==> config.mk <==
export PLATFORM = sky130hd
export DESIGN_NAME = mul_div_unit
export DESIGN_NICKNAME = d
export VERILOG_FILES = /design/src/rtl/mul_div_unit.sv
export SDC_FILE = /design/constraint.sdc
export NUM_CORES = 1
export LEC_CHECK = 0
export CAP_MARGIN = 10
export CORE_MARGIN = 2
export CORE_UTILIZATION = 60
export DETAILED_ROUTE_END_ITERATION = 10
export PLACE_DENSITY_LB_ADDON = 0.3
export SYNTH_ARGS = -nofsm -noshare
export SYNTH_HDL_FRONTEND = slang
export SYNTH_SLANG_ARGS = --single-unit
==> constraint.sdc <==
create_clock -name clk -period 5.4 [get_ports clk]
set_input_delay 0.54 -clock clk [delete_from_list [all_inputs] [get_ports clk]]
set_output_delay 0.54 -clock clk [all_outputs]
set_load 0.05 [all_outputs]
==> src/rtl/mul_div_unit.sv <==
// mul_div_unit: iterative radix-2 multiply/divide unit with HI/LO result
// registers. Executes MULTU, MULT, DIVU, DIV (WIDTH cycles plus one fix-up
// cycle), and MTHI/MTLO (written directly on the accept edge).
module mul_div_unit #(
    parameter int WIDTH = 32
) (
    input  logic             clk,
    input  logic             rst_n,
    input  logic             start,
    input  logic [2:0]       op,
    input  logic [WIDTH-1:0] a,
    input  logic [WIDTH-1:0] b,
    output logic             busy,
    output logic             done,
    output logic             div_by_zero,
    output logic [WIDTH-1:0] hi,
    output logic [WIDTH-1:0] lo
);

    localparam int CW = $clog2(WIDTH + 1);

    typedef enum logic [1:0] {
        IDLE = 2'd0,
        RUN  = 2'd1,
        FIN  = 2'd2
    } state_t;

    state_t             state;
    logic [CW-1:0]      count;
    logic [2*WIDTH-1:0] acc;       // mul: {partial product, multiplier}; div: {remainder, quotient}
    logic [WIDTH-1:0]   opnd;      // multiplicand or divisor magnitude
    logic               is_div;
    logic               res_neg;   // negate product / quotient at FIN
    logic               rem_neg;   // negate remainder at FIN
    logic               dz_pend;   // divide by zero pending for FIN

    // Opcode decode: op[2]=move-to, op[1]=divide, op[0]=signed
    logic is_mt;
    logic is_nop;
    logic is_sgn;
    logic [WIDTH-1:0] a_abs;
    logic [WIDTH-1:0] b_abs;

    // Datapath step results and final sign fix-ups
    logic [WIDTH:0]     mul_sum;
    logic [WIDTH:0]     div_shift;
    logic               div_ge;
    logic [WIDTH-1:0]   div_rem_next;
    logic [2*WIDTH-1:0] prod_fix;
    logic [WIDTH-1:0]   quo_fix;
    logic [WIDTH-1:0]   rem_fix;

    // Operand decode and absolute values; the negation wraps at WIDTH bits, so
    // the most-negative value becomes the unsigned 2^(WIDTH-1)
    always_comb begin
        is_mt  = op[2] & ~op[1];
        is_nop = op[2] & op[1];
        is_sgn = op[0] & ~op[2];
        a_abs  = (is_sgn && a[WIDTH-1]) ? -a : a;
        b_abs  = (is_sgn && b[WIDTH-1]) ? -b : b;
    end

    // One shift/add or restoring shift/subtract step, plus the FIN sign fix
    always_comb begin
        mul_sum      = {1'b0, acc[2*WIDTH-1:WIDTH]} + {1'b0, (acc[0] ? opnd : {WIDTH{1'b0}})};
        div_shift    = {acc[2*WIDTH-1:WIDTH], acc[WIDTH-1]};
        div_ge       = (div_shift >= {1'b0, opnd});
        // When div_ge holds the true difference is below the divisor, so the
        // low WIDTH bits of the subtraction are exact.
        div_rem_next = div_ge ? (div_shift[WIDTH-1:0] - opnd) : div_shift[WIDTH-1:0];
        prod_fix     = res_neg ? -acc : acc;
        quo_fix      = res_neg ? -acc[WIDTH-1:0] : acc[WIDTH-1:0];
        rem_fix      = rem_neg ? -acc[2*WIDTH-1:WIDTH] : acc[2*WIDTH-1:WIDTH];
    end

    // Control FSM with registered outputs and the iterative datapath
    // NOTE: sequential state uses non-blocking assignments so every register
    // samples the pre-edge values; blocking here would create order-dependent races.
    always_ff @(posedge clk or negedge rst_n) begin
        if (!rst_n) begin
            state       <= IDLE;
            count       <= '0;
            acc         <= '0;
            opnd        <= '0;
            is_div      <= 1'b0;
            res_neg     <= 1'b0;
            rem_neg     <= 1'b0;
            dz_pend     <= 1'b0;
            busy        <= 1'b0;
            done        <= 1'b0;
            div_by_zero <= 1'b0;
            hi          <= '0;
            lo          <= '0;
        end else begin
            // NOTE: done defaults low every edge so it can only ever be a single-cycle pulse.
            done <= 1'b0;
            case (state)
                IDLE: begin
                    if (start && !is_nop) begin
                        div_by_zero <= 1'b0;
                        if (is_mt) begin
                            if (op[0]) lo <= a;
                            else       hi <= a;
                        end else begin
                            busy    <= 1'b1;
                            is_div  <= op[1];
                            res_neg <= is_sgn & (a[WIDTH-1] ^ b[WIDTH-1]);
                            rem_neg <= is_sgn & a[WIDTH-1];
                            count   <= CW'(WIDTH);
                            if (op[1]) begin
                                acc  <= {{WIDTH{1'b0}}, a_abs};
                                opnd <= b_abs;
                                if (b == '0) begin
                                    dz_pend <= 1'b1;
                                    state   <= FIN;
                                end else begin
                                    dz_pend <= 1'b0;
                                    state   <= RUN;
                                end
                            end else begin
                                acc     <= {{WIDTH{1'b0}}, b_abs};
                                opnd    <= a_abs;
                                dz_pend <= 1'b0;
                                state   <= RUN;
                            end
                        end
                    end
                end
                RUN: begin
                    count <= count - CW'(1);
                    if (is_div) acc <= {div_rem_next, acc[WIDTH-2:0], div_ge};
                    else        acc <= {mul_sum, acc[WIDTH-1:1]};
                    if (count == CW'(1)) state <= FIN;
                end
                FIN: begin
                    busy  <= 1'b0;
                    done  <= 1'b1;
                    state <= IDLE;
                    if (dz_pend) begin
                        div_by_zero <= 1'b1;
                    end else if (is_div) begin
                        hi <= rem_fix;
                        lo <= quo_fix;
                    end else begin
                        hi <= prod_fix[2*WIDTH-1:WIDTH];
                        lo <= prod_fix[WIDTH-1:0];
                    end
                end
                default: state <= IDLE;
            endcase
        end
    end

endmodule

==> results.sh, run 1 <==
export IMPL_met2_usage_pct=59.6
export IMPL_wire_per_inst_um=23.2
export IMPL_die_x_um=162
export IMPL_cts_sinks=175
export IMPL_grt_max_degree=85
export IMPL_syn_to_final_growth_pct=14.0
export IMPL_synth_xor_area_share_pct=9.83
export IMPL_gp_congestion=1.03
export IMPL_clock_skew_ps=17.7
export IMPL_final_antenna_net_count=0
export IMPL_cts_buffer_depth=2
export IMPL_synth_compound_area_share_pct=24.3
export IMPL_synth_top_area_share_pct=29.1
export IMPL_top_usage_layer="met2"
export IMPL_synth_async_reset_ratio_pct=100
export IMPL_synthAdderAreaFrac_pct=6.08
export IMPL_fill_cells=2010
export IMPL_synthTopCellsByArea="dfrtp_1 29%, mux2i_1 6.2%, ha_1 5.8%, nor2_1 5.6%, xnor2_1 5.4%"
export IMPL_worstMarginPinSlew_ps=1190
export IMPL_synth_cell_type_count=82
export IMPL_dpl_hpwl_mm=39.9
export IMPL_io_pin_count=137
export IMPL_crit_type="flop to flop"
export IMPL_row_count=57
export IMPL_root_buffer="clkbuf_16"
export IMPL_p_per_area_nw_per_um2=757
export IMPL_r2r_cells=11
export IMPL_multi_input_area_um2=10000
export IMPL_viasPerCell=6.70
export IMPL_critical_path_max_fanout=17
export IMPL_syn_area_um2=15100
export IMPL_synthMuxAreaShare_pct=6.69
export IMPL_p_int_w=0.00588
export IMPL_cts_tree="yes"
export IMPL_critPathCaptureType="flop"
export IMPL_power_leakage_nw=7.49
export IMPL_dominantRegCellSynth="dfrtp_1"
export IMPL_startpoint_type="flop"
export IMPL_drtIter0Drc=2079
export IMPL_nets=2118
export IMPL_hold_viol=0
export IMPL_grt_pass1_vias=14400
export IMPL_final_cell_mix="222 x nor2_1, 204 x nand2_1, 174 x dfrtp_1"
export IMPL_required_ps=5730
export IMPL_setup_violations=0
export IMPL_final_seq_area_um2=4380
export IMPL_synthSimpleGateAreaFrac_pct=19.4
export IMPL_p_seq_share_pct=21.4
export IMPL_outcome="completed"
export IMPL_cts_hold_buf=0
export IMPL_die_h_um=162
export IMPL_finalMaxSlewViolations=0
export IMPL_power_w=0.0130
export IMPL_drive_gt1_share_pct=4.83
export IMPL_synth_seq_cells=175
export IMPL_timing_slew_headroom_pct=20.0
export IMPL_drtPass1Iterations=9
export IMPL_synth_top_family_by_area="compound AO/OA/AOI/OAI gates"
export IMPL_port_buffers=136
export IMPL_ys_seq_area_share_pct=29.1
export IMPL_fmax_ghz=0.250
export IMPL_maxCapViolations=0
export IMPL_vias=15500
export IMPL_final_cells=2313
export IMPL_tns_ps=0
export IMPL_syn_avg_cell_area_um2=7.89
export IMPL_start_util_pct=61.6
export IMPL_cts_resized=0
export IMPL_cts_setup_buffers=0
export IMPL_grt_use_met1_pct=55.4
export IMPL_synth_edf_count=0
export IMPL_dieArea_um2=26400
export IMPL_yosysTopAreaCell="dfrtp_1"
export IMPL_grtUsageMet3_pct=10.7
export IMPL_synthCells=1910
export IMPL_vdd_drop_max_uv=430
export IMPL_p_clk_share_pct=10.4
export IMPL_combPwrFrac_pct=68.2
export IMPL_rsz0062_at_grt="false"
export IMPL_period_minus_slack_ps=4000
export IMPL_cts_clk_slew_worst_paths_ps=80
export IMPL_drc=0
export IMPL_grt_pass1_wl_mm=82.0
export IMPL_ys_warn_count=0
export IMPL_cts_buffers=17
export IMPL_min_path_type="input port to async pin"
export IMPL_worstPathArrival_ps=4330
export IMPL_dp_cells=2281
export IMPL_p_sw_w=0.00713
export IMPL_n_antenna_cell=0
export IMPL_grt_usage_pct=40.3
export IMPL_core_area_um2=24500
export IMPL_synth_fp_nets=2052
export IMPL_final_common_cell="nor2_1"
export IMPL_antenna_found_initial=0
export IMPL_htreeDepth=4
export IMPL_clock_latency_ps=460
export IMPL_grt_overflow_total=0
export IMPL_swShare_pct=54.8
export IMPL_routed_wl_mm=53.6
export IMPL_period_share_pct=74.0
## worst paths after layout
path	start	endpoint	slack [ps]
min in group clk	lo[18]	lo[18]	480
min	rst_n	acc[41]	120
max	acc[37]	acc[32]	1400
min reg2reg	lo[18]	lo[18]	480
max in group asynchronous	rst_n	is_div	4050
max reg2reg	acc[37]	acc[32]	1400
## power groups by stage
stage,Clock (W),Combinational [W],Sequential (W)
floorplan,0,0.00569,0.00321
global placement,0,0.00846,0.00272
detailed placement,0,0.00861,0.00276
CTS,0.00135,0.00867,0.00273
global route,0.00141,0.00953,0.00284
finish,0.00136,0.00887,0.00278
## layout make-up
cell class	instances	area share (%)
clock inverters	15	1.20
multi-input cells	1560	58.2
clock buffers	17	2.48
repair buffers	156	8.78
well taps	324	2.36
inverters	66	1.44
flip-flops and latches	175	25.5
## critical path: stages, from the launching register on
cell and delay, ps:
dfrtp_1 530, ha_1 430, nand4_1 160, a21oi_1 270
o31ai_1 160, a21oi_2 300, o31ai_4 140, o21a_2 280
o31ai_4 810, buf_4 280, mux2_2 340, o221ai_1 180
## sequential cells by signal, summed over array words and instances (netlist names)
name and count:
acc 64, busy 1, count 6, div_by_zero 1, done 1, dz_pend 1
hi 32, is_div 1, lo 32, opnd 32, rem_neg 1, res_neg 1
state 2
## per-layer routing
| layer | share of wire (%) | vias up | wire (um) |
|---|---|---|---|
| met3 | 12 | 149 | 6590 |
| met4 | 4.9 | 0 | 2620 |
| li1 | - | 6992 | - |
| met1 | 40 | 7341 | 21600 |
| met5 | 0 | - | 0 |
| met2 | 43 | 1009 | 22800 |
## metrics by stage
| stage | setup WS [ps] | hold slack (ps) | util [%] | instance area (um^2) |
|---|---|---|---|---|
| finish | 1400 | 118 | 70.2 | 17200 |
| floorplan | 2400 | 244 | - | 15100 |
| global placement | 1630 | 463 | 67.6 | 16500 |
| detailed placement | 1530 | 467 | 67.6 | 16500 |
| CTS | 1480 | 138 | 70.2 | 17200 |
| global route | 1230 | 163 | 70.2 | 17200 |
## cell usage after synthesis (13+ instances only)
master,count
a211oi_1,19
a21o_1,38
a21oi_1,161
a22oi_1,16
a31oi_1,18
and3_1,13
clkbuf_1,91
dfrtp_1,175
ha_1,70
inv_1,65
mux2i_1,94
nand2_1,206
nand3_1,20
nor2_1,223
nor2b_1,15
nor3_1,38
nor4_1,16
o211ai_1,16
o21ai_0,142
o21ai_1,51
o31ai_1,42
or3_1,18
or4_1,17
xnor2_1,93
xor2_1,76
## logic make-up after synthesis
logic type | Yosys count
buffers and inverters | 175
xor gates and xnor gates | 169
and+or+nand+nor | 629
AOI/OAI and AO/OA | 590
DFF | 175
muxes | 100
adders and majority gates | 72
Power figures use the tool's default switching activity.
==> run 2: changes to the inputs <==
Settings changed: CORE_UTILIZATION 60 to 54.
Clock period 5.4 ns to 3.61 ns, I/O delays scaled along.
==> run 2 against run 1 <==
  * Worst hold slack improved by 310 ps
  * Count of clock-buffer cells in the layout increased by 2
  * Sequential share of layout area shrank 0.65 points
  * Combinational power is 56% higher
  * Die area is 11% higher
  * Clock power increased by 37%
  * Non-clock buffer count grew 52
  * Power up 51%
  * Global-route usage is 3.5 points lower
==> results.sh, run 2 (synthesis gave the netlist of run 1 again) <==
export IMPL_viasPerCell=6.37
export IMPL_setup_violations=0
export IMPL_cp_slowest_cell="o31ai_4"
export IMPL_wire_per_inst_um=22.3
export IMPL_cts_sinks=175
export IMPL_reg2reg_setup_slack_ps=230
export IMPL_path_common_cell="o31ai_4"
export IMPL_top_register="acc"
export IMPL_topRoutingLayerUsed="met4"
export IMPL_port_buffers=136
export IMPL_period_minus_slack_ps=3380
export IMPL_grt_max_degree=78
export IMPL_wl_met1_mm=22.4
export IMPL_gp_congestion=0.995
export IMPL_multi_input_area_um2=10000
export IMPL_core_area_um2=27600
export IMPL_min_path_type="input port to async pin"
export IMPL_finalMaxSlewViolations=0
export IMPL_critical_path_max_fanout=8
export IMPL_tns_ps=0
export IMPL_dieArea_um2=29200
export IMPL_htreeDepth=4
export IMPL_grt_usage_pct=36.8
export IMPL_worstMarginPinSlew_ps=1030
export IMPL_drc=0
export IMPL_row_count=61
export IMPL_critPathTopFamily="compound AO/OA/AOI/OAI gates"
export IMPL_crit_type="flop to flop"
export IMPL_worstPathArrival_ps=3710
export IMPL_final_common_cell="nor2_1"
export IMPL_place_area_um2=17100
export IMPL_timing_slew_headroom_pct=31.7
export IMPL_post_route_cell_area_um2=17600
export IMPL_required_ps=3940
export IMPL_hold_viol=0
export IMPL_syn_to_final_growth_pct=17.1
export IMPL_cts_buffers=17
export IMPL_reg2reg_to="acc[40]"
export IMPL_clock_skew_ps=20.4
export IMPL_drive_gt1_share_pct=7.20
export IMPL_grt_pass1_wl_mm=82.1
export IMPL_vias=15400
export IMPL_crit_chain="ha_1 -> nand3_1 -> a21oi_1 -> o31ai_1 -> a21oi_2 -> o31ai_4 -> o21a_2 -> o31ai_4 -> buf_4 -> mux2i_1 -> o21ai_1"
export IMPL_grt_overflow_total=0
export IMPL_vdd_drop_max_uv=924
export IMPL_startpoint_type="flop"
export IMPL_r2r_cells=11
export IMPL_crit_buf_inv=1
export IMPL_cts_tree="yes"
export IMPL_grt_pass1_vias=14200
export IMPL_die_x_um=171
export IMPL_fill_cells=2409
export IMPL_rsz0062_at_grt="false"
export IMPL_fmax_ghz=0.296
export IMPL_maxCapViolations=0
export IMPL_die_h_um=171
export IMPL_cts_buffer_depth=2
export IMPL_power_leakage_nw=7.72
export IMPL_cts_setup_buffers=0
export IMPL_io_pin_count=137
export IMPL_routed_wl_mm=53.9
export IMPL_critPathCaptureType="flop"
export IMPL_wl_met3_mm=5.80
export IMPL_period_share_pct=93.7
export IMPL_nets=2170
export IMPL_n_antenna_cell=0
export IMPL_root_buffer="clkbuf_16"
export IMPL_dpl_hpwl_mm=41.2
export IMPL_final_cell_mix="222 x nor2_1, 204 x nand2_1, 173 x dfrtp_1"
export IMPL_drtIter0Drc=2029
export IMPL_outcome="completed"
export IMPL_antenna_found_initial=0
export IMPL_regToRegStartpoint="acc[35]"
export IMPL_dr_wl_met2_mm=23.3
export IMPL_cts_clk_slew_worst_paths_ps=70
export IMPL_max_stage_delay_ps=530
export IMPL_start_util_pct=54.5
export IMPL_p_per_area_nw_per_um2=1110
export IMPL_clock_latency_ps=450
export IMPL_drtPass1Iterations=8
export IMPL_final_seq_area_um2=4380
export IMPL_final_antenna_net_count=0
export IMPL_largest_reg_flops=64
==> run 2: worst max-delay path by stage <==
| stage | from | end | slack, ps | cells past startpoint |
|---|---|---|---|---|
| 6_report | acc[35] | acc[40] | 230 | 11 |
| 5_1_grt | acc[35] | acc[40] | 20 | 11 |
| 4_1_cts | acc[33] | acc[58] | 250 | 10 |
| 3_5_place_dp | b[8] | acc[22] | 280 | 10 |
| 3_3_place_gp | b[8] | acc[31] | 340 | 11 |
| 2_1_floorplan | acc[0] | acc[60] | 610 | 13 |
==> run 2: metal layers <==
metal  global-route usage (%)  up-vias
met5                        0        -
met4                     15.3        0
met3                     6.66      116
met2                     55.7      874
met1                     51.8     7357
li1                         -     7061
==> run 2: what timing repair did <==
item,in CTS,in global routing
hold endpoints to repair,43,0
hold buffers,1,0
setup endpoints to repair,0,3
gates resized for setup,0,3
==> run 2: cell type report <==
class,instances,share of cell area (%)
clock buffers,19,2.46
clock inverters,13,0.731
inverters,66,1.40
multi-input cells,1560,56.7
flip-flops and latches,175,24.8
well taps,378,2.68
repair buffers,208,11.1
==> run 2: report_power, final <==
part	internal [W]	switching (W)	leakage, nW
Combinational	0.00525	0.00853	5.29
Sequential	0.00291	0.00106	2.17
Clock	0.000967	0.000894	0.263
==> run 2: metrics by stage <==
| step | util [%] | worst slack [ps] | power, W | instances | hold WS [ps] |
|---|---|---|---|---|---|
| 2_1_floorplan | - | 607 | 0.0133 | 1910 | 65.4 |
| 3_3_place_gp | 61.7 | 338 | 0.0172 | 2386 | 337 |
| 3_5_place_dp | 61.7 | 278 | 0.0174 | 2386 | 341 |
| 4_1_cts | 63.8 | 247 | 0.0193 | 2419 | 453 |
| 5_1_grt | 63.8 | 23.7 | 0.0208 | 2419 | 478 |
| 6_report | 63.8 | 229 | 0.0196 | 2419 | 424 |
==> run 3: changes to the inputs <==
Settings changed: SKIP_LAST_GASP set to 1.
==> results of run 3 <==
Same layout as run 2: the final DEF is identical, and so are final timing and power.
